<file path="src/rtl/piso_seq_pkg.sv">
// Shared constants for the PISO sequencer: state encoding, PISO control pairs, default width.
// Latency: n/a (constants only).
// Backpressure: n/a.
// Ports: none. This package is imported by piso_seq_ctrl and xfer_bit_counter.
package piso_seq_pkg;

    localparam int PISO_WIDTH_DEFAULT = 4;

    // FSM state encoding (2-bit, legacy-compatible constants)
    localparam logic [1:0] ST_IDLE  = 2'd0;
    localparam logic [1:0] ST_LOAD  = 2'd1;
    localparam logic [1:0] ST_SHIFT = 2'd2;
    localparam logic [1:0] ST_DONE  = 2'd3;

    // PISO control pair. latch_c is only meaningful while shift_c=1.
    typedef struct packed {
        logic shift_c;
        logic latch_c;
    } ctrl_t;

    localparam ctrl_t CTRL_HOLD  = 2'b00;
    localparam ctrl_t CTRL_LOAD  = 2'b10;
    localparam ctrl_t CTRL_SHIFT = 2'b11;

    // Counter width: wide enough to hold WIDTH without wrapping inside a transfer.
    function automatic int cnt_width(input int w);
        return $clog2(w) + 1;
    endfunction

endpackage

</file>
<file path="src/rtl/piso_seq_xfer_bit_counter.sv">
// Shift-cycle counter with synchronous clear/increment and terminal-count flag.
// Latency: count updates one edge after clr/inc; tc is combinational from the count.
// Backpressure: none; clr wins over inc.
// Ports: clk, rst (sync, active-high), clr, inc in; tc out (count == WIDTH-1).
import piso_seq_pkg::*;

module xfer_bit_counter #(
    parameter int WIDTH = PISO_WIDTH_DEFAULT
) (
    input  logic clk,
    input  logic rst,
    input  logic clr,
    input  logic inc,
    output logic tc
);

    localparam int CW = cnt_width(WIDTH);

    logic [CW-1:0] count;

    always_ff @(posedge clk) begin
        if (rst || clr) begin
            count <= '0;
        end else if (inc) begin
            count <= count + CW'(1);
        end
    end

    assign tc = (count == CW'(WIDTH - 1));

endmodule

</file>
<file path="src/rtl/piso_seq_ctrl.sv">
// Sequencer that drives an external PISO: load a held word, shift WIDTH bits, capture them LSB-first.
// Latency: start at edge E0 -> done pulse in the cycle after edge E(WIDTH+1); start-to-start >= WIDTH+3.
// Backpressure: start is only sampled in IDLE; requests while busy/done are dropped, never queued.
// Ports: clk, rst (sync, active-high), start, data_in[WIDTH], c in;
//        pdata[WIDTH], latch_c, shift_c, busy, done, result[WIDTH], parity out.
// Build option: define PISO_SEQ_PARITY_EN to generate the result parity register (else parity=0).
import piso_seq_pkg::*;

module piso_seq_ctrl #(
    parameter int WIDTH = PISO_WIDTH_DEFAULT
) (
    input  logic             clk,
    input  logic             rst,
    input  logic             start,
    input  logic [WIDTH-1:0] data_in,
    input  logic             c,
    output logic [WIDTH-1:0] pdata,
    output logic             latch_c,
    output logic             shift_c,
    output logic             busy,
    output logic             done,
    output logic [WIDTH-1:0] result,
    output logic             parity
);

    logic [1:0]       state;
    logic [1:0]       state_nxt;
    logic             accept;
    logic             last_shift;
    logic [WIDTH:0]   result_ext;
    logic [WIDTH-1:0] result_nxt;
    ctrl_t            ctrl;

    // ---------------------------------------------------------------- FSM
    always_comb begin
        state_nxt = state;
        case (state)
            ST_IDLE:  if (start) state_nxt = ST_LOAD;
            ST_LOAD:  state_nxt = ST_SHIFT;
            ST_SHIFT: if (last_shift) state_nxt = ST_DONE;
            ST_DONE:  state_nxt = ST_IDLE;
            default:  state_nxt = ST_IDLE;
        endcase
    end

    always_ff @(posedge clk) begin
        if (rst) begin
            state <= ST_IDLE;
        end else begin
            state <= state_nxt;
        end
    end

    assign accept = (state == ST_IDLE) && start;

    // ------------------------------------------------------ shift counter
    xfer_bit_counter #(
        .WIDTH (WIDTH)
    ) u_bit_counter (
        .clk (clk),
        .rst (rst),
        .clr (state == ST_LOAD),
        .inc (state == ST_SHIFT),
        .tc  (last_shift)
    );

    // ----------------------------------------------------------- datapath
    // Word is captured only on the accepting edge so later data_in changes
    // cannot disturb a transfer in flight.
    always_ff @(posedge clk) begin
        if (rst) begin
            pdata <= '0;
        end else if (accept) begin
            pdata <= data_in;
        end
    end

    // Serial bit enters at the MSB and walks down; after WIDTH shifts the
    // first bit out of the PISO (its LSB) sits in result[0]. Built as a
    // right-shift of {c, result} so WIDTH=1 needs no special case.
    assign result_ext = {c, result};
    assign result_nxt = result_ext[WIDTH:1];

    always_ff @(posedge clk) begin
        if (rst) begin
            result <= '0;
        end else if (state == ST_SHIFT) begin
            result <= result_nxt;
        end
    end

`ifdef PISO_SEQ_PARITY_EN
    // Updated together with the final shift, then held like result.
    always_ff @(posedge clk) begin
        if (rst) begin
            parity <= 1'b0;
        end else if ((state == ST_SHIFT) && last_shift) begin
            parity <= ^result_nxt;
        end
    end
`else
    assign parity = 1'b0;
`endif

    // ----------------------------------------------------- control decode
    always_comb begin
        ctrl = CTRL_HOLD;
        case (state)
            ST_LOAD:  ctrl = CTRL_LOAD;
            ST_SHIFT: ctrl = CTRL_SHIFT;
            default:  ctrl = CTRL_HOLD;
        endcase
    end

    assign shift_c = ctrl.shift_c;
    assign latch_c = ctrl.latch_c;
    assign busy    = (state == ST_LOAD) || (state == ST_SHIFT);
    assign done    = (state == ST_DONE);

endmodule

</file>
<file path="config.mk">
export PLATFORM = sky130hd
export DESIGN_NAME = piso_seq_ctrl
export DESIGN_NICKNAME = d
export VERILOG_FILES = /design/src/rtl/piso_seq_pkg.sv /design/src/rtl/piso_seq_xfer_bit_counter.sv /design/src/rtl/piso_seq_ctrl.sv
export SDC_FILE = /design/constraint.sdc
export NUM_CORES = 1
export LEC_CHECK = 0
export ABC_CLOCK_PERIOD_IN_PS = 2000
export CORE_UTILIZATION = 43
export CTS_CLUSTER_SIZE = 24
export DETAILED_ROUTE_END_ITERATION = 10
export GPL_ROUTABILITY_DRIVEN = 1
export PLACE_DENSITY = 0.76
export SYNTH_ARGS = -nofsm -noshare
export SYNTH_HDL_FRONTEND = slang
export SYNTH_HIERARCHICAL = 1
export SYNTH_SLANG_ARGS = --single-unit
</file>
<file path="constraint.sdc">
create_clock -name clk -period 2 [get_ports clk]
set_input_delay 0.2 -clock clk [delete_from_list [all_inputs] [get_ports clk]]
set_output_delay 0.2 -clock clk [all_outputs]
set_load 0.05 [all_outputs]
</file>
After elaboration in Yosys (flattened, before gate mapping)
Cells that the tools add are included.

word-level totals
  bits in registers = 13
  output and inout port bits = 13
  input port bits = 8

cells by class
  add/subtract/negate cells = 1
  muxes and demuxes = 4
  equal/unequal tests = 6
  reduce and logical (&&, ||, !) cells = 5

operators by type and width
  operator                                       number
  one-hot mux 2 bit (4 select lines)             1
  == test 2 bit, second input constant           2
  two-way mux 2 bit                              2
  != test 2 bit, second input constant           2
  one-hot mux 2 bit (2 select lines)             1
  adder 3 x 1 -> 3 bit, second input constant    1
  == test 3 x 2 -> 1 bit, second input constant  1
  == test 2 x 1 -> 1 bit, second input constant  1
  logical NOT 2 bit                              1
  logical OR 1 bit                               2
  AND reduction 2 bit                            1
  logical AND 1 bit                              1

Depth between registers and ports, before layout
Gate-level depths: netlist of the first run.

  word-level depth = 3
  depth in mapped cells = 6
  mapped depth without buffers = 5

By module
The synthesis of the first run kept the hierarchy.

by module, submodules not included
  module            instances  seq. area each (µm²)  cells an instance  area an instance (µm²)
  piso_seq_ctrl     1          200.2                 52                 490.5
  xfer_bit_counter  1          60.1                  12                 131.4

Worst setup path before layout of the first run
No wires, ideal clock.

  kind = reg2reg
  start point = register state[1]
  end point = register state[1]
  setup time = 0.087 ns
  slack = 0.371 ns
  arrival = 1.542 ns
  cell stages (with the launch flop) = 5
  clock period less this slack = 1.629 ns
  path through = dfxtp_1 -> inv_1 -> ha_1 -> or4b_1 -> o31ai_1

between the ends
  cells in the longest elaborated chain, start to end = 3
  elaborated cells between the ends (all ways) = 8

ends and longest elaborated chain
  element                                             RTL line             RTL
  start: declaration                                  piso_seq_ctrl.sv:26  logic [1:0] state;
  start signal: assignment                            piso_seq_ctrl.sv:50  state <= state_nxt;
  == test 2 bit or logical NOT 2 bit (tied branches)  piso_seq_ctrl.sv:37  case (state)
  != test 2 bit (no line)                             n/a
  AND reduction 2 bit (no line)                       n/a

Several ways; a longest one is shown, not always the timed one.
A chain may end at the register's enable or synchronous reset.

Final worst setup path of the first run
  start point = register state[1]
  end point = output done

between the ends
  cells in the longest elaborated chain, start to end = 1

ends and longest elaborated chain
  element           RTL line              RTL
  == test 2 bit     piso_seq_ctrl.sv:118  assign done = (state == ST_DONE);
  end: declaration  piso_seq_ctrl.sv:21   output logic done,

Every way passes these cells.

==> results of run 1 <==
==> cell usage after synthesis <==
| cell | count |
|---|---|
| mux2i_1 | 5 |
| o31ai_1 | 2 |
| buf_6 | 1 |
| nor2b_4 | 1 |
| or4_1 | 1 |
| nor2_1 | 7 |
| nand2_1 | 5 |
| clkbuf_1 | 1 |
| conb_1 | 1 |
| nor2b_1 | 1 |
| nor3_1 | 2 |
| ha_1 | 8 |
| or4b_1 | 1 |
| buf_4 | 2 |
| inv_1 | 3 |
| dfxtp_1 | 13 |
| xnor2_1 | 1 |
| nand3_1 | 4 |
| a21oi_1 | 4 |
| a2111oi_1 | 1 |
==> layer usage <==
layer,part of all wire,track usage
met3,0.040,0.08333
met1,0.47,0.2007
met4,0,0.05172
met5,0,0
met2,0.49,0.2621
==> layout by cell type, fill, tap and decap left out <==
cell / instances
a2111oi_1: 1
a21oi_1: 4
buf_4: 4
clkbuf_1: 1
clkbuf_4: 3
clkdlybuf4s50_1: 16
conb_1: 1
dfxtp_1: 13
ha_1: 8
inv_1: 3
mux2i_1: 5
nand2_1: 5
nand3_1: 4
nor2_1: 7
nor2b_1: 1
nor2b_4: 1
nor3_1: 2
o31ai_1: 2
or4_1: 1
or4b_1: 1
xnor2_1: 1
==> power by group <==
group | total (mW) | switching, mW | leakage [nW] | internal [mW]
combinational | 0.675 | 0.437 | 0.206 | 0.239
sequential | 0.346 | 0.0359 | 0.106 | 0.310
clock | 0.156 | 0.0785 | 0.0150 | 0.0772
==> layout make-up <==
type                            instances  share of cell area
Inverter                                3             0.01362
Clock buffer                            4             0.03177
Timing Repair Buffer                   20              0.2300
Sequential cell                        13              0.3147
Multi-Input combinational cell         44              0.3873
Tap cell                               15             0.02269
==> registers in the layout, indices dropped and copies added, names as in the netlist <==
signal               flops
state                    2
result                   4
u_bit_counter/count      3
pdata                    4
==> worst paths after layout <==
kind         slack (ns)  cells after the start               endpoint
min                0.46                      2  pdata[1]$_SDFFE_PP0P_
max reg2reg        0.38                      5  state[1]$_SDFFE_PP0P_
min reg2reg        0.46                      2  pdata[1]$_SDFFE_PP0P_
max                0.17                      2                   done
==> per-stage QoR <==
stage	util	hold WS, ns	power (mW)
finish	0.6277	0.4588	1.177
global route	0.6277	0.4895	1.256
CTS	0.6277	0.4635	1.184
detailed placement	0.6078	0.4508	1.026
global placement	0.6078	0.4451	1.007
floorplan	-	0.2766	0.8904
==> critical path, stage by stage, from the launching register on <==
cell,delay (ns)
dfxtp_1,0.39
ha_1,0.17
clkdlybuf4s50_1,0.79
==> logic make-up after synthesis <==
| family | Yosys count | share of synthesized area |
|---|---|---|
| simple gates | 22 | 0.1811 |
| flops | 13 | 0.4185 |
| fa+ha+maj | 8 | 0.1610 |
| compound gates | 7 | 0.07243 |
| buf+inv | 7 | 0.06638 |
| mux | 5 | 0.08049 |
| other cells | 1 | 0.006030 |
| xor+xnor | 1 | 0.01409 |
==> flow_summary.ini, run 1 <==
[critical_path]
r2r-start = state[1]$_SDFFE_PP0P_
cp_max_fo = 4
crit_start = state[1]$_SDFFE_PP0P_
start_kind = flop
arrival_ns = 1.63
cp-end-kind = primary output
path_class = flop to primary output
required_ns = 1.80

[global_routing]
grt_max_degree = 11
overflow = 0
grt_antenna_before_repair = 0
grtUsageTotal = 0.1682
grt_pass1_vias = 416
grt_pass1_wl_um = 1731

[clock_tree]
cts_sinks = 13
cts_resized = 0
cts-root-buf = clkbuf_4
worstSkewPairLatency_ns = 0.27
ctsHoldBuffers = 0
cts_setup_buffers = 0
cts_buffers = 3
cts_tree = yes
path_clk_slew_ns = 0.07
clockBufferDepth = 2
htree_levels = 1

[logic_synthesis]
yosys_warnings = 6
synthDominantCellAreaShare = 0.4185
ys_seq_elements = 13
synth.area.top_cells = dfxtp_1 (42%), ha_1 (16%), mux2i_1 (8.0%)
ys_seq_area_frac = 0.4185
synthesis.nets = 80
syn_area_um2 = 621.8
netlist_instances = 64
synthDistinctLibCells = 20
yosys.area.top_type = dfxtp_1
synth_area_per_cell_um2 = 9.716

[detailed_routing]
drt-total-wl_um = 1131
drtAntennaViolNets = 0
drc = 0
vias_per_cell = 5.030
drtIter0Drc = 18
dr.pass1.iters = 4
routed-via-count = 498
wire_per_inst_um = 11.42

[place]
dp.cells = 95
hpwl_um = 896.4
port-buffer-count = 19
globalplace.congestion = 0.7083
dp_slack_ns = 0.4042
place_area_um2 = 800.8

[sta]
fin_crit_ns = 1.830
fin_skew_ns = 0.003168
rsz0062_at_grt = no
fin_ws_ns = 0.1699
period_share = 0.9150
hold_viol_final = 0
setup-tns-final_ns = 0
setup_viol = 0
slew_violations = 0
fmax_ghz = 0.5464

[die]
fp.dieArea_um2 = 1602
row_count = 13
design.core.area_um2 = 1318
start_util = 0.4720
dieWidth_um = 40.03
die_h_um = 40.03
ios = 21

[worst_hold_path]
holdCritPathClass = flop to flop
timing.hold.worst.start = pdata[1]$_SDFFE_PP0P_

[cells_and_area]
multiInputGateArea_um2 = 320.3
regArea_um2 = 260.3
fin_nets = 101
n_antenna_cell = 0
final_cells = 99
syn2layout_area_growth_pct = 33.00
drive_above_1_share = 0.09524
fill_cells = 110
finalInstanceArea_um2 = 827.0

[pwr]
power_density_nw_per_um2 = 1423
peakVddDrop_uv = 1080
p_leak_nw = 0.3274

[status]
status = complete, no violations

[flow_run]
maxCapViolCount = 0
No activity file was read; power rests on OpenSTA's default activity.
==> run 2: changes to the inputs <==
- CORE_ASPECT_RATIO: unset -> 0.75
- CORE_UTILIZATION: 43 -> 35
- PLACE_DENSITY: 0.76 -> unset
==> run 2 against run 1 <==
Against the previous run: clock skew fell by 0.0022 ns; non-clock buffer count did not move; sequential share of layout area fell by 0.28 points; register-to-register slack got worse by 0.02 ns; first-iteration DRC count fell by 33%; worst setup slack got worse by 0.030 ns; critical path depth did not move; maximum frequency fell by 1.6%; count of clock-buffer cells in the layout did not move; combinational power barely moved; global-route usage fell by 2.3 points.
==> flow_summary.ini, run 2 (synthesized netlist as in run 1, its figures left out) <==
[status]
status = complete, no violations

[die]
dieWidth_um = 50.67
die_h_um = 38.51
design.core.area_um2 = 1562
row_count = 12
start_util = 0.3982
ios = 21
fp.dieArea_um2 = 1951

[global_routing]
grt_max_degree = 10
grt_pass1_wl_um = 1869
grtUsageTotal = 0.1456
overflow = 0
grt_antenna_before_repair = 0
grt_pass1_vias = 411

[detailed_routing]
drtAntennaViolNets = 0
drt-total-wl_um = 1199
wire_per_inst_um = 11.42
drc = 0
vias_per_cell = 4.571
drtIter0Drc = 12
routed-via-count = 480
dr.pass1.iters = 4

[clock_tree]
cts_tree = yes
path_clk_slew_ns = 0.07
cts_sinks = 13
cts_buffers = 3
htree_levels = 1
cts_resized = 0
clockBufferDepth = 2
worstSkewPairLatency_ns = 0.27
cts_setup_buffers = 0
cts-root-buf = clkbuf_4
ctsHoldBuffers = 0

[worst_hold_path]
timing.hold.worst.start = pdata[3]$_SDFFE_PP0P_
holdCritPathClass = flop to flop

[sta]
whs_ns = 0.4595
fin_crit_ns = 1.860
period_share = 0.9302
fin_ws_ns = 0.1397
max_slew.worst_pin.slew_ns = 0.5037
rsz0062_at_grt = no
relSlewSlack = 0.6632
hold_viol_final = 0
fmax_ghz = 0.5375
fin_skew_ns = 0.0009758
setup_viol = 0
slew_violations = 0
setup-tns-final_ns = 0

[place]
dp_slack_ns = 0.4081
hpwl_um = 934.3
dp.cells = 101
port-buffer-count = 19
globalplace.congestion = 0.6832
place_area_um2 = 808.3

[flow_run]
maxCapViolCount = 0

[cells_and_area]
n_antenna_cell = 0
fill_cells = 158
mostFrequentLayoutCell = clkdlybuf4s50_1
finalInstanceArea_um2 = 834.6
drive_above_1_share = 0.09524
final_cells = 105
syn2layout_area_growth_pct = 34.21
top_regs = pdata (4), result (4), u_bit_counter/count (3)
final_cell_mix = clkdlybuf4s50_1 (16), dfxtp_1 (13), ha_1 (8), nor2_1 (7)
fin_nets = 101

[critical_path]
arrival_ns = 1.66
r2r-start = state[1]$_SDFFE_PP0P_
crit_start = state[1]$_SDFFE_PP0P_
cp_max_fo = 4
start_kind = flop
required_ns = 1.80
cp-end-kind = primary output
path_class = flop to primary output

[pwr]
peakVddDrop_uv = 1496
power_density_nw_per_um2 = 1409
p_leak_nw = 0.3274
-- run 2: worst max-delay path: stages, from the launching register on --
cell and delay (ns):
dfxtp_1 0.41, ha_1 0.18, clkdlybuf4s50_1 0.80
-- run 2: power breakdown --
| part | switching (mW) | total [mW] | internal [mW] |
|---|---|---|---|
| combinational | 0.435 | 0.672 | 0.237 |
| clock | 0.0803 | 0.158 | 0.0773 |
| sequential | 0.0371 | 0.347 | 0.310 |
-- run 2: worst paths after layout --
check / cells after the start / to / slack [ns]
worst max-delay path: 2 / done / 0.14
worst min-delay path: 2 / pdata[3]$_SDFFE_PP0P_ / 0.46
worst max register to register: 5 / state[0]$_SDFFE_PP0P_ / 0.36
worst min register to register: 2 / pdata[3]$_SDFFE_PP0P_ / 0.46
-- run 2: layout make-up --
class                   count  area (um2)  area share
multi-input cells          44       320.3      0.3838
inverters                   3       11.26     0.01349
well taps                  21       26.28     0.03148
flip-flops and latches     13       260.3      0.3118
repair buffers             20       190.2      0.2279
clock buffers               4       26.28     0.03148
-- run 2: metal layers --
| layer | global-route usage | up-vias | share of wire |
|---|---|---|---|
| met1 | 0.1805 | 208 | 0.49 |
| met5 | 0 | - | 0 |
| met4 | 0.08333 | 0 | 0.017 |
| met3 | 0.07143 | 2 | 0.072 |
| met2 | 0.2033 | 17 | 0.42 |
| li1 | - | 253 | - |
-- run 2: through the flow --
step / util / power, mW
after global placement: 0.5176 / 1.018
after CTS: 0.5345 / 1.187
after floorplan: - / 0.8904
after detailed placement: 0.5176 / 1.024
after global routing: 0.5345 / 1.259
final: 0.5345 / 1.176
==> run 3: changes to the inputs <==
- SKIP_LAST_GASP: unset -> 1
==> results of run 3 <==
The final DEF is identical to that of run 2; final timing and power are the same.
